**src/rtl/spi_pkg.sv**
```systemverilog
// Shared SPI definitions: master FSM state encodings and bus mode constants,
// common to master- and slave-side code.
package spi_pkg;

   localparam logic [2:0] ST_IDLE    = 3'd0;
   localparam logic [2:0] ST_ASSERT  = 3'd1;
   localparam logic [2:0] ST_SHIFT   = 3'd2;
   localparam logic [2:0] ST_WAIT    = 3'd3;
   localparam logic [2:0] ST_RELEASE = 3'd4;

   // SPI mode 0: sclk idles low, data sampled on the rising edge.
   localparam logic SPI_CPOL = 1'b0;
   localparam logic SPI_CPHA = 1'b0;

   localparam int SPI_BITS = 8;

endpackage

```
**src/rtl/spi_clkgen.sv**
```systemverilog
// sclk divider: counts CLK_DIV clk cycles per half-period and flags the
// cycles that launch each sclk rising/falling edge.
module spi_clkgen
   import spi_pkg::*;
#(
   parameter int CLK_DIV = 4
) (
   input  logic clk,
   input  logic rst_n,
   input  logic clr,
   input  logic en,
   output logic tick,
   output logic rise_stb,
   output logic fall_stb,
   output logic sclk
);

   localparam int CW = $clog2(CLK_DIV + 1);

   logic [CW-1:0] cnt_q, cnt_d;
   logic          sclk_q, sclk_d;

   assign tick     = (cnt_q == CW'(CLK_DIV - 1));
   assign rise_stb = en && tick && (sclk_q == SPI_CPOL);
   assign fall_stb = en && tick && (sclk_q != SPI_CPOL);
   assign sclk     = sclk_q;

   always_comb begin
      cnt_d  = (clr || tick) ? '0 : cnt_q + CW'(1);
      sclk_d = sclk_q;
      if (clr || !en) begin
         sclk_d = SPI_CPOL;
      end else if (tick) begin
         sclk_d = ~sclk_q;
      end
   end

   // NOTE: sequential state uses non-blocking assignments so every flop
   // samples pre-edge values regardless of block ordering.
   always_ff @(posedge clk or negedge rst_n) begin
      if (!rst_n) begin
         cnt_q  <= '0;
         sclk_q <= SPI_CPOL;
      end else begin
         cnt_q  <= cnt_d;
         sclk_q <= sclk_d;
      end
   end

endmodule

```
**src/rtl/spi_master.sv**
```systemverilog
// SPI mode-0 master: byte-wide valid/ready transmit, simultaneous receive,
// cs_n held across bytes until a byte tagged tx_last completes.
module spi_master
   import spi_pkg::*;
#(
   parameter int CLK_DIV = 4
) (
   input  logic       clk,
   input  logic       rst_n,
   input  logic [7:0] tx_data,
   input  logic       tx_valid,
   input  logic       tx_last,
   output logic       tx_ready,
   output logic [7:0] rx_data,
   output logic       rx_valid,
   output logic       busy,
   output logic       sclk,
   output logic       cs_n,
   output logic       mosi,
   input  logic       miso
);

   logic [2:0] state_q, state_d;
   logic [3:0] edge_q, edge_d;
   logic [7:0] tx_sr_q, tx_sr_d;
   logic [7:0] rx_sr_q, rx_sr_d;
   logic [7:0] rx_data_q, rx_data_d;
   logic       last_q, last_d;
   logic       cs_n_q, cs_n_d;
   logic       mosi_q, mosi_d;
   logic       rx_valid_q, rx_valid_d;
   logic       tx_ready_q, tx_ready_d;
   logic       tick, rise_stb, fall_stb, clr, accept, shift_en;

   assign accept   = tx_valid && tx_ready_q;
   assign clr      = (state_d != state_q);
   assign shift_en = (state_q == ST_SHIFT);

   spi_clkgen #(.CLK_DIV(CLK_DIV)) u_clkgen (
      .clk      (clk),
      .rst_n    (rst_n),
      .clr      (clr),
      .en       (shift_en),
      .tick     (tick),
      .rise_stb (rise_stb),
      .fall_stb (fall_stb),
      .sclk     (sclk)
   );

   // NOTE: every always_comb output gets a default first, so no path can
   // leave it unassigned and infer a latch.
   always_comb begin
      state_d    = state_q;
      edge_d     = edge_q;
      tx_sr_d    = tx_sr_q;
      rx_sr_d    = rx_sr_q;
      rx_data_d  = rx_data_q;
      last_d     = last_q;
      cs_n_d     = cs_n_q;
      mosi_d     = mosi_q;
      rx_valid_d = 1'b0;

      case (state_q)
         ST_IDLE: begin
            if (accept) begin
               tx_sr_d = tx_data;
               last_d  = tx_last;
               mosi_d  = tx_data[SPI_BITS-1];
               cs_n_d  = 1'b0;
               state_d = ST_ASSERT;
            end
         end
         ST_ASSERT: begin
            if (tick) state_d = ST_SHIFT;
         end
         ST_SHIFT: begin
            if (rise_stb) rx_sr_d = {rx_sr_q[6:0], miso};
            if (tick) edge_d = edge_q + 4'd1;
            // edge_q == 15 marks the 8th falling edge: byte complete.
            if (fall_stb) begin
               if (edge_q == 4'd15) begin
                  rx_data_d  = rx_sr_q;
                  rx_valid_d = 1'b1;
                  state_d    = last_q ? ST_RELEASE : ST_WAIT;
               end else begin
                  mosi_d  = tx_sr_q[6];
                  tx_sr_d = {tx_sr_q[6:0], 1'b0};
               end
            end
         end
         ST_WAIT: begin
            if (accept) begin
               tx_sr_d = tx_data;
               last_d  = tx_last;
               mosi_d  = tx_data[SPI_BITS-1];
               state_d = ST_SHIFT;
            end
         end
         ST_RELEASE: begin
            // Edge counter doubles as phase: 0 = cs_n low hold, 1 = cs_n high gap.
            if (tick) begin
               if (edge_q == 4'd0) begin
                  cs_n_d = 1'b1;
                  edge_d = 4'd1;
               end else begin
                  mosi_d  = 1'b0;
                  state_d = ST_IDLE;
               end
            end
         end
         default: begin
            cs_n_d  = 1'b1;
            mosi_d  = 1'b0;
            state_d = ST_IDLE;
         end
      endcase

      if (state_d != state_q) edge_d = '0;
      tx_ready_d = (state_d == ST_IDLE) || (state_d == ST_WAIT);
   end

   always_ff @(posedge clk or negedge rst_n) begin
      if (!rst_n) begin
         state_q    <= ST_IDLE;
         edge_q     <= '0;
         tx_sr_q    <= '0;
         rx_sr_q    <= '0;
         rx_data_q  <= '0;
         last_q     <= 1'b0;
         cs_n_q     <= 1'b1;
         mosi_q     <= 1'b0;
         rx_valid_q <= 1'b0;
         tx_ready_q <= 1'b0;
      end else begin
         state_q    <= state_d;
         edge_q     <= edge_d;
         tx_sr_q    <= tx_sr_d;
         rx_sr_q    <= rx_sr_d;
         rx_data_q  <= rx_data_d;
         last_q     <= last_d;
         cs_n_q     <= cs_n_d;
         mosi_q     <= mosi_d;
         rx_valid_q <= rx_valid_d;
         tx_ready_q <= tx_ready_d;
      end
   end

   assign tx_ready = tx_ready_q;
   assign rx_data  = rx_data_q;
   assign rx_valid = rx_valid_q;
   assign cs_n     = cs_n_q;
   assign mosi     = mosi_q;
   assign busy     = (state_q != ST_IDLE);

endmodule

```
**config.mk**
```make
export PLATFORM = sky130hd
export DESIGN_NAME = spi_master
export DESIGN_NICKNAME = d
export VERILOG_FILES = /design/src/rtl/spi_pkg.sv /design/src/rtl/spi_clkgen.sv /design/src/rtl/spi_master.sv
export SDC_FILE = /design/constraint.sdc
export NUM_CORES = 1
export LEC_CHECK = 0
export CAP_MARGIN = 20
export CORE_UTILIZATION = 35
export CTS_CLUSTER_DIAMETER = 80
export CTS_CLUSTER_SIZE = 10
export DETAILED_ROUTE_END_ITERATION = 16
export HOLD_SLACK_MARGIN = 0.05
export PLACE_DENSITY = 0.63
export REMOVE_ABC_BUFFERS = 1
export SYNTH_ARGS = -nofsm -noshare
export SYNTH_HDL_FRONTEND = slang
export SYNTH_SLANG_ARGS = --single-unit
```
**constraint.sdc**
```tcl
create_clock -name clk -period 3.7 [get_ports clk]
set_input_delay 0.555 -clock clk [delete_from_list [all_inputs] [get_ports clk]]
set_output_delay 0.555 -clock clk [all_outputs]
set_load 0.02 [all_outputs]
```
; Yosys cells after proc, flatten, opt, wreduce, memory -nomap -nowiden
; Index checks and enable logic that the tools add are counted.
[classes]
n_addsub = 2
n_eq_ne = 18
muxes = 34
bitwise_logic = 3
reduce_logical = 24
[ops]
columns = cell, n
row1 = $mux W3, 9
row2 = $mux W7, 3
row3 = $mux W4, 4
row4 = $pmux W3 S5, 1
row5 = $pmux W7 S2, 1
row6 = $mux W1, 13
row7 = $eq A3 B2 Y1 const B, 4
row8 = $reduce_and A4 Y1, 3
row9 = $ne A2 B2 Y1 const B, 5
row10 = $pmux W4 S2, 1
row11 = $logic_not A3 Y1, 2
row12 = $ne A3 B2 Y1 const B, 2
row13 = $reduce_and A6 Y1, 1
row14 = $reduce_bool A3 Y1, 2
row15 = $add A4 B1 Y4 const B, 1
row16 = $eq A4 B4 Y1 const B, 1
row17 = $logic_and A1 B1 Y1, 4
row18 = $logic_not A4 Y1, 1
row19 = $ne A2 B1 Y1 const B, 2
row20 = $pmux W1 S4, 1
row21 = $reduce_and A2 Y1, 2
row22 = $reduce_bool A2 Y1, 2
row23 = $add A3 B1 Y3 const B, 1
row24 = $eq A3 B1 Y1 const B, 1
row25 = other kinds (10), 14
[totals]
reg_bits = 39
input_bits = 13
out_inout_bits = 14

; Longest topological paths before layout
; Gate-level depths: netlist of run 1.
[depth]
depth_word = 8
ltp_mapped = 7
mapped_depth_nobuf = 6

; By module
; A second synthesis of run 1 with hierarchy kept.
[unflattened]
cells_unflattened = 166
area_unflattened_um2 = 2009.4
[by_module_without_submodules]
columns = mod, instances, cells_per_inst, area_per_inst_um2, seq_area_each_um2
row1 = spi_master, 1, 151, 1826.8, 877.1
row2 = spi_clkgen, 1, 15, 182.7, 100.1

; Least setup slack after synthesis of run 1
; Ideal clock, no wire load.
[synth_timing]
kind = flip-flop to output port
startpoint = reg state_q[1]
endpoint = out busy
arrival_ps = 1193
required_ps = 3145
slack_ps = 1952
path_stages_with_launch = 4
path_cell_list = dfrtp_1 buf_2 clkbuf_1 or3_1
[synth_between]
elab_chain_len = 1
[synth_lines]
columns = element, line_no
row1 = from (decl), spi_master.sv:23  ; logic [2:0] state_q, state_d;
row2 = from (signal assigned), spi_master.sv:135  ; state_q <= state_d;
row3 = $reduce_bool A3 Y1, spi_master.sv:153  ; assign busy = (state_q != ST_IDLE);
row4 = to (decl), spi_master.sv:16  ; output logic busy,
; No other way between the ends.

; Worst setup path after layout of run 1
; Ends and elaborated chain as after synthesis.

==> results of run 1 <==
## metrics by stage
| step | power, mW | std cells |
|---|---|---|
| after global routing | 0.848 | 268 |
| after global placement | 0.463 | 260 |
| after floorplan | 0.441 | 161 |
| after CTS | 0.828 | 268 |
| final | 0.816 | 268 |
| after detailed placement | 0.464 | 260 |
## state kept, by name (all words and copies together) (netlist names)
signal / flops
rx_data: 8
rx_sr_q: 8
tx_sr_q: 7
edge_q: 4
state_q: 3
u_clkgen.cnt_q: 3
cs_n: 1
last_q: 1
mosi: 1
rx_valid: 1
tx_ready: 1
u_clkgen.sclk: 1
## where the power goes
| group | internal (mW) | switching, mW |
|---|---|---|
| combinational | 0.0126 | 0.0107 |
| clock | 0.203 | 0.159 |
| sequential | 0.429 | 0.00216 |
## path summary, 6_finish.rpt
check	end	slack, ns	cells after the start
hold reg to reg	u_clkgen.cnt_q[0]	0.45	1
setup / recovery	busy	1.22	2
min in group clk	u_clkgen.cnt_q[0]	0.45	1
hold / removal	tx_sr_q[5]	0.36	1
setup reg to reg	tx_sr_q[5]	1.34	4
max in group asynchronous	state_q[0]	2.79	1
## area by class of cell
| class | count | area, µm² |
|---|---|---|
| tap | 72 | 90.1 |
| clock buffer | 5 | 68.8 |
| inverter | 4 | 15.0 |
| timing repair buffer | 27 | 263 |
| clock inverter | 3 | 46.3 |
| sequential | 39 | 977 |
| multi-input combinational | 118 | 1010 |
| fill | 529 | 3110 |
## Yosys cell counts, types with 2 or more instances
cell type	n
a21o_1	3
a21oi_1	6
buf_2	6
clkbuf_1	3
dfrtp_1	38
ha_1	4
inv_1	4
mux2_1	14
mux2_2	11
mux2_4	6
nand2_1	10
nand3_1	7
nor2_1	7
nor2_4	3
nor2b_1	4
nor3_1	2
nor3b_1	2
nor4_1	2
o211ai_1	2
o21a_1	2
o21ai_0	7
o21ai_1	2
## logic make-up (layout without fill, tap and decap cells)
family	count (synthesis)	in the layout	synth area share
compound gates	33	33	0.118
flops	39	39	0.479
simple gates	47	47	0.156
buf+inv	13	39	0.0276
fa+ha+maj	4	4	0.0245
mux	32	32	0.187
xor+xnor	2	2	0.00859
## critical path, cell delays in order (launching register included)
cell and delay (ns):
dfrtp_1 0.62, or3_1 0.46, clkdlybuf4s50_1 0.55
## per-layer routing
| layer | track usage | wire length (µm) |
|---|---|---|
| met4 | 0.0519 | 45 |
| met5 | 0 | 0 |
| met1 | 0.174 | 1830 |
| met2 | 0.215 | 1740 |
| met3 | 0.0419 | 183 |
==> run_results.csv, run 1 <==
group,metric,value,unit
worst_setup_path,cp-end-kind,"output pin",
yosys,synth_area,2040,µm²
worst_setup_path,path_max_fanout,20,
cts,cts.sinks,39,
global_routing,grt_pass1_wl,6.49,mm
detailed_routing,dr.pass1.iters,4,
timing,fmax,404,MHz
timing,period_needed,2.48,ns
timing,skew,0.00962,ns
timing,setup_violations,0,
worst_setup_path,worstSetupPathType,"flop to output pin",
detailed_routing,drc,0,
floorplanning,initial_core_util,0.366,
floorplanning,dieArea,6140,µm²
yosys,synthCells,170,
yosys,seq_area_frac_synth,0.479,
run_status,outcome,"complete, no violations",
cts,ctsHtreeMaxLevel,2,
detailed_routing,antenna_left,0,
global_routing,antenna_found_initial,0,
global_routing,first_global_vias,1361,
yosys,syn_area_per_cell,12.0,µm²
floorplanning,num_rows,27,
yosys,post_synth_num_cell_types,47,
yosys,yosys_warnings,0,
layout,final_common_cell,"dfrtp_1",
timing,drv_slew,0,
place,routabilityCongestion,0.783,
cts,cts_hold_buf,0,
cts,postCtsSetupRepairBufs,0,
yosys,yosys.area.top_type,"dfrtp_1",
yosys,synthArstFlopShare,1.00,
floorplanning,die_y,78.4,µm
layout,final_cell_mix,"dfrtp_1, clkdlybuf4s50_1, mux2_1, mux2_2, nand2_1",
timing,hold_viol_final,0,
floorplanning,die_w,78.4,µm
worst_setup_path,worstSetupStartpoint,"state_q[1]",
place,pre_cts_ws,1.34,ns
timing,whs,0.364,ns
timing,max-slew-margin-rel,0.429,
flow_run,maxCapViolations,0,
layout,diodes,0,
layout,final_cell_area,2470,µm²
detailed_routing,drt_iter0_drc,82,
layout,area_growth,20.9,%
cts,cts_buffer_depth,2,
yosys,synthFlopType,"dfrtp_1",
layout,utilization,0.443,
layout,drive_gt1_frac,0.199,
hold_path,hp-class,"input pin to async pin",
timing,timing.final.ws_setup,1.22,ns
cts,clk_pin_slew,0.08,ns
cts,insertion_delay,0.29,ns
layout,layout.nets,212,
timing,rsz0062_at_grt,"false",
yosys,synth_top_area_share,0.466,
cts,numCtsBuffers,5,
cts,cts_resized,0,
yosys,synth_edf_count,0,
detailed_routing,vias_per_cell,5.13,
worst_setup_path,rr_startpoint,"state_q[1]",
place,portBuffers,26,
worst_setup_path,critPathArrivalTime,1.92,ns
yosys,synth.area.top_cells,"dfrtp_1, mux2_1, mux2_2",
global_routing,overflow,0,
timing,post-route-period-util,0.669,
global_routing,grtUsageTotal,0.136,
place,hpwl,2.65,mm
worst_setup_path,cp.required,3.14,ns
cts,cts_tree,"built",
power,power_density,331,nW/µm²
detailed_routing,routedWlPerCell,14.2,µm
timing,setup_tns,0,ns
detailed_routing,dr_total_vias,1376,
floorplanning,core-area,5570,µm²
detailed_routing,drt_wl_total,3.80,mm
yosys,ys_ff_latch,39,
timing,worst_pin_slew,0.857,ns
power,irDropWorstVdd,0.227,mV
power,p_leak,1.11,nW
place,dpl_cell_area,2350,µm²
cts,cts-root-buf,"clkbuf_8",
worst_setup_path,worstSetupStartpointType,"flop",
floorplanning,ios,27,
global_routing,grt_max_degree,40,
No activity file was read; power rests on OpenSTA's default activity.
==> inputs of run 2 (changes only) <==
--- a/config.mk
+++ b/config.mk
@@ -11,7 +11,7 @@
 export CTS_CLUSTER_SIZE = 10
 export DETAILED_ROUTE_END_ITERATION = 16
 export HOLD_SLACK_MARGIN = 0.05
-export PLACE_DENSITY = 0.63
+export PLACE_DENSITY = 0.65
 export REMOVE_ABC_BUFFERS = 1
 export SYNTH_ARGS = -nofsm -noshare
 export SYNTH_HDL_FRONTEND = slang
==> constraint.sdc (replaced) <==
create_clock -name clk -period 2.25 [get_ports clk]
set_input_delay 0.3375 -clock clk [delete_from_list [all_inputs] [get_ports clk]]
set_output_delay 0.3375 -clock clk [all_outputs]
set_load 0.02 [all_outputs]
==> run_results.csv, run 2 (synthesis results as in run 1) <==
group,metric,value,unit
power,pwr-share-comb,0.027,
cts,cts-root-buf,"clkbuf_8",
power,power_frac_seq,0.495,
place,dpl_cell_area,2390,µm²
place,place_inst,265,
timing,post-route-period-util,0.930,
layout,area_growth,23.8,%
global_routing,overflow,0,
worst_setup_path,cp-end-kind,"output pin",
power,power_density,566,nW/µm²
power,netSwitchingFraction,0.184,
worst_setup_path,worstSetupStartpointType,"flop",
floorplanning,ios,27,
timing,setup_tns,0,ns
layout,drive_gt1_frac,0.219,
place,hpwl,2.65,mm
cts,postCtsSetupRepairBufs,0,
cts,cts.sinks,39,
cts,cts_resized,0,
timing,period_needed,2.09,ns
timing,fmax,478,MHz
floorplanning,num_rows,27,
layout,final_common_cell,"dfrtp_1",
run_status,outcome,"complete, no violations",
detailed_routing,dr_total_vias,1395,
cts,cts_buffer_depth,2,
worst_setup_path,critPathArrivalTime,1.75,ns
layout,utilization,0.453,
detailed_routing,drt_wl_total,3.75,mm
detailed_routing,routedWlPerCell,13.7,µm
global_routing,first_global_vias,1307,
layout,layout.nets,217,
detailed_routing,drc,0,
worst_setup_path,path_max_fanout,12,
place,portBuffers,26,
power,p_leak,1.15,nW
timing,whs,0.143,ns
flow_run,maxCapViolations,0,
detailed_routing,antenna_left,0,
cts,cts_hold_buf,0,
timing,max-slew-margin-rel,0.451,
hold_path,hp-class,"input pin to async pin",
global_routing,antenna_found_initial,0,
global_routing,grt_max_degree,40,
layout,final_cell_area,2530,µm²
timing,worst_pin_slew,0.823,ns
global_routing,grtUsageTotal,0.130,
detailed_routing,dr.pass1.iters,4,
floorplanning,initial_core_util,0.366,
power,total_power,1.43,mW
timing,drv_slew,0,
worst_setup_path,worstSetupPathType,"flop to output pin",
layout,fillers,504,
global_routing,grt_pass1_wl,6.27,mm
layout,instances_no_fill,273,
floorplanning,die_y,78.4,µm
layout,final_cell_mix,"dfrtp_1, clkdlybuf4s50_1, mux2_1, mux2_2, nand2_1",
cts,cts_tree,"built",
floorplanning,die_w,78.4,µm
floorplanning,dieArea,6140,µm²
power,p_clk_frac,0.478,
floorplanning,core-area,5570,µm²
timing,rsz0062_at_grt,"false",
cts,numCtsBuffers,5,
timing,skew,0.00762,ns
power,irDropWorstVdd,0.269,mV
power,power_switching,0.263,mW
worst_setup_path,cp.required,1.91,ns
power,intPower,1.17,mW
detailed_routing,vias_per_cell,5.11,
place,pre_cts_ws,0.211,ns
cts,clk_pin_slew,0.08,ns
cts,insertion_delay,0.28,ns
cts,ctsHtreeMaxLevel,2,
timing,setup_violations,0,
layout,diodes,0,
place,routabilityCongestion,0.829,
detailed_routing,drt_iter0_drc,55,
timing,hold_viol_final,0,
timing,timing.final.ws_setup,0.158,ns
==> run 2: cell types whose count changed in the layout (fill, tap and decap cells not counted), sizes merged <==
cell,before,now
buf,2,7
bufinv,1,2
inv,5,4
==> run 2: routing by layer <==
metal | global-route usage | vias to the layer above | wire (µm)
met3 | 0.0291 | 4 | 171
li1 | - | 677 | -
met1 | 0.184 | 684 | 1840
met5 | 0 | - | 0
met4 | 0.0481 | 0 | 36
met2 | 0.194 | 30 | 1700
==> run 2: final cells by class <==
| class | count | area, µm² | share of cell area |
|---|---|---|---|
| tap | 72 | 90.1 | 0.0357 |
| multi-input combinational | 118 | 1010 | 0.399 |
| inverter | 4 | 15.0 | 0.00594 |
| timing repair buffer | 32 | 300 | 0.119 |
| clock inverter | 3 | 67.6 | 0.0267 |
| sequential | 39 | 977 | 0.387 |
| clock buffer | 5 | 68.8 | 0.0272 |
==> run 2: critical path, cell delays in order, from the launching register on <==
cell and delay (ns):
dfrtp_1 0.54, or3_1 0.38, clkdlybuf4s50_1 0.55
==> run 2: power by group through the flow <==
stage          Sequential (mW)  Combinational, mW  Clock, mW
3_3_place_gp             0.722             0.0396          0
2_1_floorplan            0.721            0.00422          0
5_1_grt                  0.709             0.0432      0.732
4_1_cts                  0.708             0.0399      0.706
6_report                 0.708             0.0382      0.684
3_5_place_dp             0.722             0.0397          0
==> run 2: path summary, 6_finish.rpt <==
kind,startpoint,endpoint,slack (ns),cells past startpoint
setup / recovery,state_q[2],busy,0.16,2
hold / removal,rst_n,edge_q[2],0.14,1
setup reg to reg,state_q[0],tx_sr_q[3],0.26,5
hold reg to reg,u_clkgen.cnt_q[0],u_clkgen.cnt_q[0],0.44,1
max in group asynchronous,rst_n,tx_sr_q[5],1.58,1
min in group clk,u_clkgen.cnt_q[0],u_clkgen.cnt_q[0],0.44,1
==> inputs of run 3 (changes only) <==
--- a/config.mk
+++ b/config.mk
@@ -6,12 +6,12 @@
 export NUM_CORES = 1
 export LEC_CHECK = 0
 export CAP_MARGIN = 20
-export CORE_UTILIZATION = 35
+export CORE_UTILIZATION = 49
 export CTS_CLUSTER_DIAMETER = 80
 export CTS_CLUSTER_SIZE = 10
 export DETAILED_ROUTE_END_ITERATION = 16
 export HOLD_SLACK_MARGIN = 0.05
-export PLACE_DENSITY = 0.65
+export PLACE_DENSITY = 0.83
 export REMOVE_ABC_BUFFERS = 1
 export SYNTH_ARGS = -nofsm -noshare
 export SYNTH_HDL_FRONTEND = slang
==> run_results.csv, run 3 (synthesis results as in run 1) <==
group,metric,value,unit
run_status,outcome,"complete, no violations",
cts,numCtsBuffers,5,
cts,cts_hold_buf,0,
detailed_routing,drc,0,
worst_setup_path,cp-end-kind,"output pin",
timing,worst_pin_slew,0.863,ns
timing,setup_tns,0,ns
cts,postCtsSetupRepairBufs,0,
place,hpwl,2.74,mm
timing,rsz0062_at_grt,"false",
timing,setup_violations,0,
power,netSwitchingFraction,0.222,
power,power_switching,0.269,mW
detailed_routing,dr.pass1.iters,4,
worst_setup_path,path_max_fanout,11,
detailed_routing,antenna_left,0,
layout,drive_gt1_frac,0.214,
cts,ctsHtreeMaxLevel,2,
detailed_routing,drt_wl_total,4.00,mm
global_routing,overflow,0,
worst_setup_path,rr_startpoint,"u_clkgen.cnt_q[0]",
floorplanning,initial_core_util,0.510,
flow_run,maxCapViolations,0,
layout,final_cell_mix,"dfrtp_1, clkdlybuf4s50_1, mux2_1, mux2_2, nand2_1",
place,dpl_cell_area,2360,µm²
power,p_leak,1.12,nW
power,power_density,495,nW/µm²
global_routing,grt_max_degree,40,
floorplanning,ios,27,
cts,cts.sinks,39,
power,intPower,0.942,mW
timing,drv_slew,0,
worst_setup_path,r2r_cells,6,
timing,max-slew-margin-rel,0.425,
place,portBuffers,26,
timing,post-route-period-util,0.932,
timing,period_needed,2.10,ns
layout,final_cell_area,2450,µm²
power,irDropWorstVdd,0.383,mV
power,power_frac_seq,0.585,
layout,area_growth,19.9,%
layout,final_common_cell,"dfrtp_1",
detailed_routing,routedWlPerCell,15.9,µm
floorplanning,die_y,66.5,µm
worst_setup_path,cp.required,1.91,ns
floorplanning,dieArea,4430,µm²
worst_setup_path,critPathArrivalTime,1.76,ns
timing,fmax,477,MHz
global_routing,grtUsageTotal,0.198,
layout,diodes,0,
global_routing,first_global_vias,1306,
power,p_clk_frac,0.383,
worst_setup_path,worstSetupStartpointType,"flop",
detailed_routing,drt_iter0_drc,156,
timing,hold_viol_final,0,
cts,cts-root-buf,"clkbuf_8",
worst_setup_path,worstSetupStartpoint,"state_q[0]",
cts,cts_buffer_depth,2,
power,pwr-share-comb,0.032,
place,routabilityCongestion,0.847,
detailed_routing,dr_total_vias,1424,
cts,cts_tree,"built",
cts,clk_pin_slew,0.07,ns
floorplanning,die_w,66.5,µm
cts,cts_resized,0,
detailed_routing,vias_per_cell,5.67,
global_routing,antenna_found_initial,0,
timing,skew,0.00637,ns
floorplanning,core-area,4000,µm²
floorplanning,num_rows,23,
worst_setup_path,worstSetupPathType,"flop to output pin",
layout,layout.nets,217,
cts,insertion_delay,0.29,ns
hold_path,hp-class,"input pin to async pin",
global_routing,grt_pass1_wl,6.35,mm
run 3: changes by cell type in the layout (fill, tap and decap cells not counted):
| cell | delta |
|---|---|
| bufinv_16 | -2 |
| clkbuf_1 | +1 |
| clkinv_2 | +1 |
run 3: worst paths after layout:
check / slack, ns / endpoint
max: 0.15 / busy
min: 0.15 / edge_q[3]
max reg2reg: 0.24 / tx_sr_q[1]
min reg2reg: 0.46 / u_clkgen.cnt_q[0]
max in group asynchronous: 1.55 / edge_q[0]
min in group clk: 0.46 / u_clkgen.cnt_q[0]
run 3: critical path, stage by stage, from the launching register on:
cell and delay, ns:
dfrtp_1 0.41, buf_4 0.19, or3_1 0.34, clkdlybuf4s50_1 0.54
run 3: final cells by class:
class                           instances  area [µm²]
Sequential cell                        39         977
Inverter                                4        15.0
Timing Repair Buffer                   32         300
Clock buffer                            6        72.6
Clock inverter                          2        12.5
Fill cell                             326        1550
Tap cell                               50        62.6
Multi-Input combinational cell        118        1010
run 3: through the flow:
| step | hold slack (ns) | power [mW] | cells | setup slack, ns | utilization |
|---|---|---|---|---|---|
| floorplan | 0.0419 | 0.725 | 161 | 0.227 | - |
| global placement | 0.431 | 0.760 | 243 | 0.300 | 0.591 |
| detailed placement | 0.449 | 0.761 | 243 | 0.223 | 0.591 |
| CTS | 0.179 | 1.22 | 251 | 0.149 | 0.612 |
| global route | 0.222 | 1.25 | 251 | 0.0751 | 0.612 |
| finish | 0.155 | 1.21 | 251 | 0.152 | 0.612 |
run 3: layer usage:
layer,part of all wire,track usage
met1,0.47,0.267
met5,0,0
met4,0.013,0.0638
met3,0.049,0.0548
met2,0.47,0.310
run 3: power by group through the flow:
stage / clock network (mW) / logic (mW) / registers (mW)
5_1_grt: 0.497 / 0.0428 / 0.709
2_1_floorplan: 0 / 0.00422 / 0.721
3_5_place_dp: 0 / 0.0394 / 0.722
6_report: 0.464 / 0.0385 / 0.708
4_1_cts: 0.476 / 0.0396 / 0.708
3_3_place_gp: 0 / 0.0384 / 0.722
